`config.mk`:
```
export PLATFORM = sky130hd
export DESIGN_NAME = alu_writeback
export DESIGN_NICKNAME = d
export VERILOG_FILES = /design/src/rtl/alu_writeback.sv
export SDC_FILE = /design/constraint.sdc
export NUM_CORES = 1
export LEC_CHECK = 0
export ABC_AREA = 0
export CAP_MARGIN = 20
export CORE_AREA = 5 5 82 84
export CTS_CLUSTER_SIZE = 28
export DETAILED_ROUTE_END_ITERATION = 8
export DIE_AREA = 0 0 87 89
export MAX_ROUTING_LAYER = met4
export PLACE_DENSITY = 0.63
export SETUP_SLACK_MARGIN = 0.1
export SLEW_MARGIN = 15
export SYNTH_ARGS = -nofsm -noshare
export SYNTH_HDL_FRONTEND = slang
export SYNTH_SLANG_ARGS = --single-unit
```
`constraint.sdc`:
```
create_clock -name clk -period 2.5 [get_ports clk]
set_clock_uncertainty 0.1 [all_clocks]
set_input_delay 0.5 -clock clk [delete_from_list [all_inputs] [get_ports clk]]
set_output_delay 0.5 -clock clk [all_outputs]
set_load 0.01 [all_outputs]
```
`src/rtl/alu_writeback.sv`:
```
// rtl/alu_writeback.sv - ALU result capture, HI/LO registers, 2-entry result FIFO, sticky flags, retired counter
module alu_writeback #(
    parameter int WIDTH = 2,
    parameter int SEL_W = 5,
    parameter int CNT_W = 8,
    parameter logic [SEL_W-1:0] OP_MULT = SEL_W'(24),
    parameter logic [SEL_W-1:0] OP_MFHI = SEL_W'(16),
    parameter logic [SEL_W-1:0] OP_MFLO = SEL_W'(18)
) (
    input  logic             clk,
    input  logic             rst,
    input  logic             in_valid,
    output logic             in_ready,
    input  logic [SEL_W-1:0] in_sel,
    input  logic [WIDTH-1:0] in_out,
    input  logic [WIDTH-1:0] in_hi,
    input  logic [WIDTH-1:0] in_lo,
    input  logic             in_error,
    input  logic             in_zero,
    input  logic             in_carry,
    input  logic             in_overflow,
    output logic             out_valid,
    input  logic             out_ready,
    output logic [WIDTH-1:0] out_result,
    output logic [SEL_W-1:0] out_sel,
    output logic [3:0]       out_flags,
    input  logic             clr_sticky,
    output logic [2:0]       sticky_flags,
    output logic [WIDTH-1:0] hi_q,
    output logic [WIDTH-1:0] lo_q,
    output logic [CNT_W-1:0] retired
);

    logic [WIDTH-1:0] res_mem [2];
    logic [SEL_W-1:0] sel_mem [2];
    logic [3:0]       flg_mem [2];
    logic             wr_ptr;
    logic             rd_ptr;
    logic [1:0]       count;

    logic             accept;
    logic             pop;
    logic [WIDTH-1:0] push_result;
    logic [3:0]       push_flags;
    logic [2:0]       push_sticky;

    assign in_ready = (count != 2'd2);
    assign out_valid = (count != 2'd0);
    assign accept = in_valid && in_ready;
    assign pop = out_valid && out_ready;

    // Head is forced to zero when empty so a drained FIFO looks like reset.
    assign out_result = out_valid ? res_mem[rd_ptr] : '0;
    assign out_sel    = out_valid ? sel_mem[rd_ptr] : '0;
    assign out_flags  = out_valid ? flg_mem[rd_ptr] : '0;

    // MFHI/MFLO substitute the architectural register and rebuild the flags.
    always_comb begin
        push_result = in_out;
        push_flags  = {in_error, in_zero, in_carry, in_overflow};
        if (in_sel == OP_MFHI || in_sel == OP_MFLO) begin
            push_result = (in_sel == OP_MFHI) ? hi_q : lo_q;
            push_flags  = {in_error, (push_result == '0), 1'b0, 1'b0};
        end
        push_sticky = {push_flags[3], push_flags[1], push_flags[0]};
    end

    // FIFO storage and pointers; simultaneous push/pop keeps count unchanged.
    always_ff @(posedge clk or posedge rst) begin
        if (rst) begin
            wr_ptr <= 1'b0;
            rd_ptr <= 1'b0;
            count  <= 2'd0;
            for (int i = 0; i < 2; i++) begin
                res_mem[i] <= '0;
                sel_mem[i] <= '0;
                flg_mem[i] <= '0;
            end
        end else begin
            if (accept) begin
                res_mem[wr_ptr] <= push_result;
                sel_mem[wr_ptr] <= in_sel;
                flg_mem[wr_ptr] <= push_flags;
                wr_ptr <= ~wr_ptr;
            end
            if (pop) begin
                rd_ptr <= ~rd_ptr;
            end
            if (accept && !pop) begin
                count <= count + 2'd1;
            end else if (pop && !accept) begin
                count <= count - 2'd1;
            end
        end
    end

    // HI/LO follow only successful multiplies.
    always_ff @(posedge clk or posedge rst) begin
        if (rst) begin
            hi_q <= '0;
            lo_q <= '0;
        end else if (accept && in_sel == OP_MULT && !in_error) begin
            hi_q <= in_hi;
            lo_q <= in_lo;
        end
    end

    // Sticky flags: a flag arriving with the clear still sets its bit.
    always_ff @(posedge clk or posedge rst) begin
        if (rst) begin
            sticky_flags <= '0;
        end else if (clr_sticky) begin
            sticky_flags <= accept ? push_sticky : 3'b000;
        end else if (accept) begin
            sticky_flags <= sticky_flags | push_sticky;
        end
    end

    // Retired counter wraps naturally at its width.
    always_ff @(posedge clk or posedge rst) begin
        if (rst) begin
            retired <= '0;
        end else if (pop) begin
            retired <= retired + CNT_W'(1);
        end
    end

endmodule

```
==> results.md <==
* Clk root buf: clkbuf_8
* Wirelength, routed at 4161 microns
* Initial Utilization at 0.3298
* CTS tree: built
* Post-Synthesis Cell Area at 1929 sq um
* FMAX at ~0.44 GHz
* TritonCTS Buffers at 5
* Hold Path Class: flip-flop to flip-flop
* Worst VDD drop at about 0.00042 V
* Hold_ws at 0.3736 ns
* Rows at 28
* Vias in the first global route at approximately 1300
* Antenna violations before repair at 0
* Routability cong. at 0.7233
* Post-synthesis net count at 177
* Clock power share at 0.134
* YS warnings at 0
* Arrival time worst endpoint at between 1.5 and 2 ns
* Nature of the critical path startpoint: flip-flop
* Tcrit/Tclk final at 0.9142
* Final ANT Viol Nets at 0
* WL/cell at 14.50 microns
* Static leakage at 1.156 nW
* Crit-path max cell delay at approximately 0.6 ns
* Die H at 89 microns
* Number of remaining DRC errors at 0
* Hold path start: retired[7]
* Total power at ~3.1 mW
* Layout cells sized above 1 at 0.1132
* First-pass GRT wire length at 6782 microns
* Setup TNS Final at 0 ns
* Minimum clock period at 2.286 ns
* Syn Inst Count at 155
* I/O pin cnt at 48
* Switching Share at 0.3440
* DP HPWL at between 3000 and 4000 microns
* CTS clock-pin slew for the worst setup and hold paths at 0.07 ns
* DR vias at roughly 1300
* Drt pass-1 iters at 4
* PD cells at ~1200 nW/um^2
* Filler instances at ~550
* CP Buf/Inv Count at 2
* Synth unique cells at 32
* Outcome: completed
* Psw at 1.059 mW
* Hold depth at 1
* Leading cell type in the layout, fill and taps excluded: clkdlybuf4s50_1
* DR vias/cell at 4.693
* Setup violators final at 0
* DIE AREA at 7743 sq um
* Reg-to-Reg End: count[1]
* Maximum root-to-sink buffer count at 2
* Critical-path cell list: buf_4 > nand2b_1 > clkdlybuf4s50_1
* CTS sink count at 41
* Largest net degree at the start of global routing at 42
* Worst-Margin Slew at 0.5226 ns
* RSZ-0062 raised after global routing: false
* Crit-path max FO at 7
* Worst slew margin at 0.6516
* Gate power share at 0.491
* Cell-internal power at between 2 and 2.5 mW
* Syn_area_per_cell at between 10 and 15 sq um
* Die Wd at 87 microns
* FF-to-FF setup slack at 0.58 ns
* DRT iter0 DRCs at 40
* H-tree depth at 2
* Hold Path End: retired[7]
* Ant diodes at 0
* Worst-Skew Late Latency at 0.29 ns
* Register-to-Register Path Depth at 6
* Final hold violations at 0
* Commonest non-fill, non-tap cells in the layout: 47 x clkdlybuf4s50_1, 41 x dfrtp_1, 17 x mux2_1, 17 x mux2i_1, 14 x nor2_1
* Crit-path leading delay family: buffers and inverters
* Max Cap Viol at 0
* Setup Crit Path Kind: flip-flop to output port
* Seq/Total Area, Yosys at 0.5318
* Hold buffer count at CTS at 0
* Core Box Area at 5851 sq um
* GRT Total Usage at 0.1202
* Pins over their slew limit at 0
* I/O Buffers at 47
* Slowest cell on crit path: clkdlybuf4s50_1
* Reg2reg start: count[0]
* WP data required at 1.90 ns
* GRT Residual Overflow at 0
* Final #Nets at between 200 and 250
* Area grow syn2layout at 35.41%
* #FFs+latches synth at 41
* CP Capture Type: output port
* Proportion of power drawn by flip-flops and latches at 0.374
==> worst reg2reg max path, cell delays in order, from the launching register on <==
cell and delay [ns]:
dfrtp_1 0.41, buf_4 0.17, nand2b_1 0.25, and2_1 0.30, ha_1 0.34, nor2_1 0.14
xor2_1 0.15
==> Yosys cell counts <==
| library cell | number | area [sq um] |
|---|---|---|
| dfrtp_1 | 41 | 1026 |
| mux2_1 | 17 | 191.4 |
| mux2i_1 | 17 | 170.2 |
| nor2_1 | 15 | 56.30 |
| xnor2_1 | 8 | 70.07 |
| inv_1 | 7 | 26.28 |
| mux2_2 | 6 | 67.56 |
| nand2_1 | 4 | 15.01 |
| xor2_1 | 4 | 35.03 |
| and2_1 | 3 | 18.77 |
| buf_4 | 3 | 22.52 |
| a32o_1 | 2 | 20.02 |
| buf_2 | 2 | 10.01 |
| clkbuf_1 | 2 | 7.510 |
| ha_1 | 2 | 25.02 |
| nand3_1 | 2 | 10.01 |
| nand4_1 | 2 | 12.51 |
| nor3_1 | 2 | 10.01 |
| o2111ai_1 | 2 | 17.52 |
| o2bb2ai_1 | 2 | 17.52 |
| a211oi_1 | 1 | 7.510 |
| a22o_1 | 1 | 8.760 |
| and3_1 | 1 | 6.260 |
| inv_2 | 1 | 3.750 |
| nand2b_1 | 1 | 6.260 |
| nor2b_1 | 1 | 6.260 |
| nor4b_1 | 1 | 8.760 |
| nor4b_2 | 1 | 15.01 |
| o2111a_1 | 1 | 11.26 |
| o211ai_1 | 1 | 7.510 |
| o21ai_1 | 1 | 5.000 |
| or4b_4 | 1 | 13.76 |
==> worst max-delay path by stage <==
stage | from | endpoint | cells after the start
final | count[0] | in_ready | 3
after global routing | rd_ptr | out_sel[4] | 4
after CTS | rd_ptr | out_sel[4] | 4
after detailed placement | count[0] | out_sel[1] | 3
after global placement | count[0] | out_result[0] | 3
after floorplan | count[0] | count[1] | 9
==> sequential cells by signal, summed over array words and instances, names as in the netlist <==
name	flops
flg_mem	8
retired	8
hi_q	2
res_mem	4
lo_q	2
count	2
wr_ptr	1
sel_mem	10
rd_ptr	1
sticky_flags	3
==> cells by family (layout without fill, tap and decap cells) <==
group                      count (synthesis)  in the layout  synth area share
buffers and inverters                     15             72           0.03632
and+or+nand+nor                           34             34           0.09274
xor gates and xnor gates                  12             12           0.05447
adders and majority gates                  2              2           0.01297
muxes                                     40             40            0.2224
DFF                                       41             41            0.5318
AOI/OAI and AO/OA                         11             11           0.04929
==> repair_timing <==
action,4_1_cts,5_1_grt
gates resized for setup,2,1
endpoints found under the setup margin,12,4
cloned,0,0
setup buffers,0,0
pin swaps,0,0
==> power by group through the flow <==
stage,logic [mW],clock network [mW],registers [mW]
floorplan,0.827,0,1.16
finish,1.51,0.414,1.15
global placement,1.52,0,1.15
CTS,1.54,0.421,1.15
global route,1.64,0.456,1.19
detailed placement,1.53,0,1.16
==> stage by stage <==
stage,instances,instance area (sq um),setup slack (ns),util
2_1_floorplan,155,1929,0.7013,-
3_3_place_gp,279,2521,0.1370,0.4309
4_1_cts,287,2609,0.1322,0.4459
6_report,287,2613,0.2144,0.4465
5_1_grt,287,2613,0.1262,0.4465
3_5_place_dp,279,2521,0.1056,0.4309
==> area by class of cell <==
class                      count  area (sq um)  area share
clock buffer                   8         80.08     0.03065
timing repair buffer          56         541.8      0.2074
inverter                       8         30.03     0.01149
sequential                    41          1026      0.3927
multi-input combinational     99         840.8      0.3218
tap                           75         93.84     0.03592
==> layer usage <==
layer | vias up | wire (microns) | global-route usage
li1 | 654 | - | -
met1 | 654 | 1978 | 0.1569
met2 | 32 | 1939 | 0.1808
met3 | 7 | 193 | 0.03134
met4 | 0 | 48 | 0.04249
met5 | - | 0 | -
(Power assumes the default switching activity.)
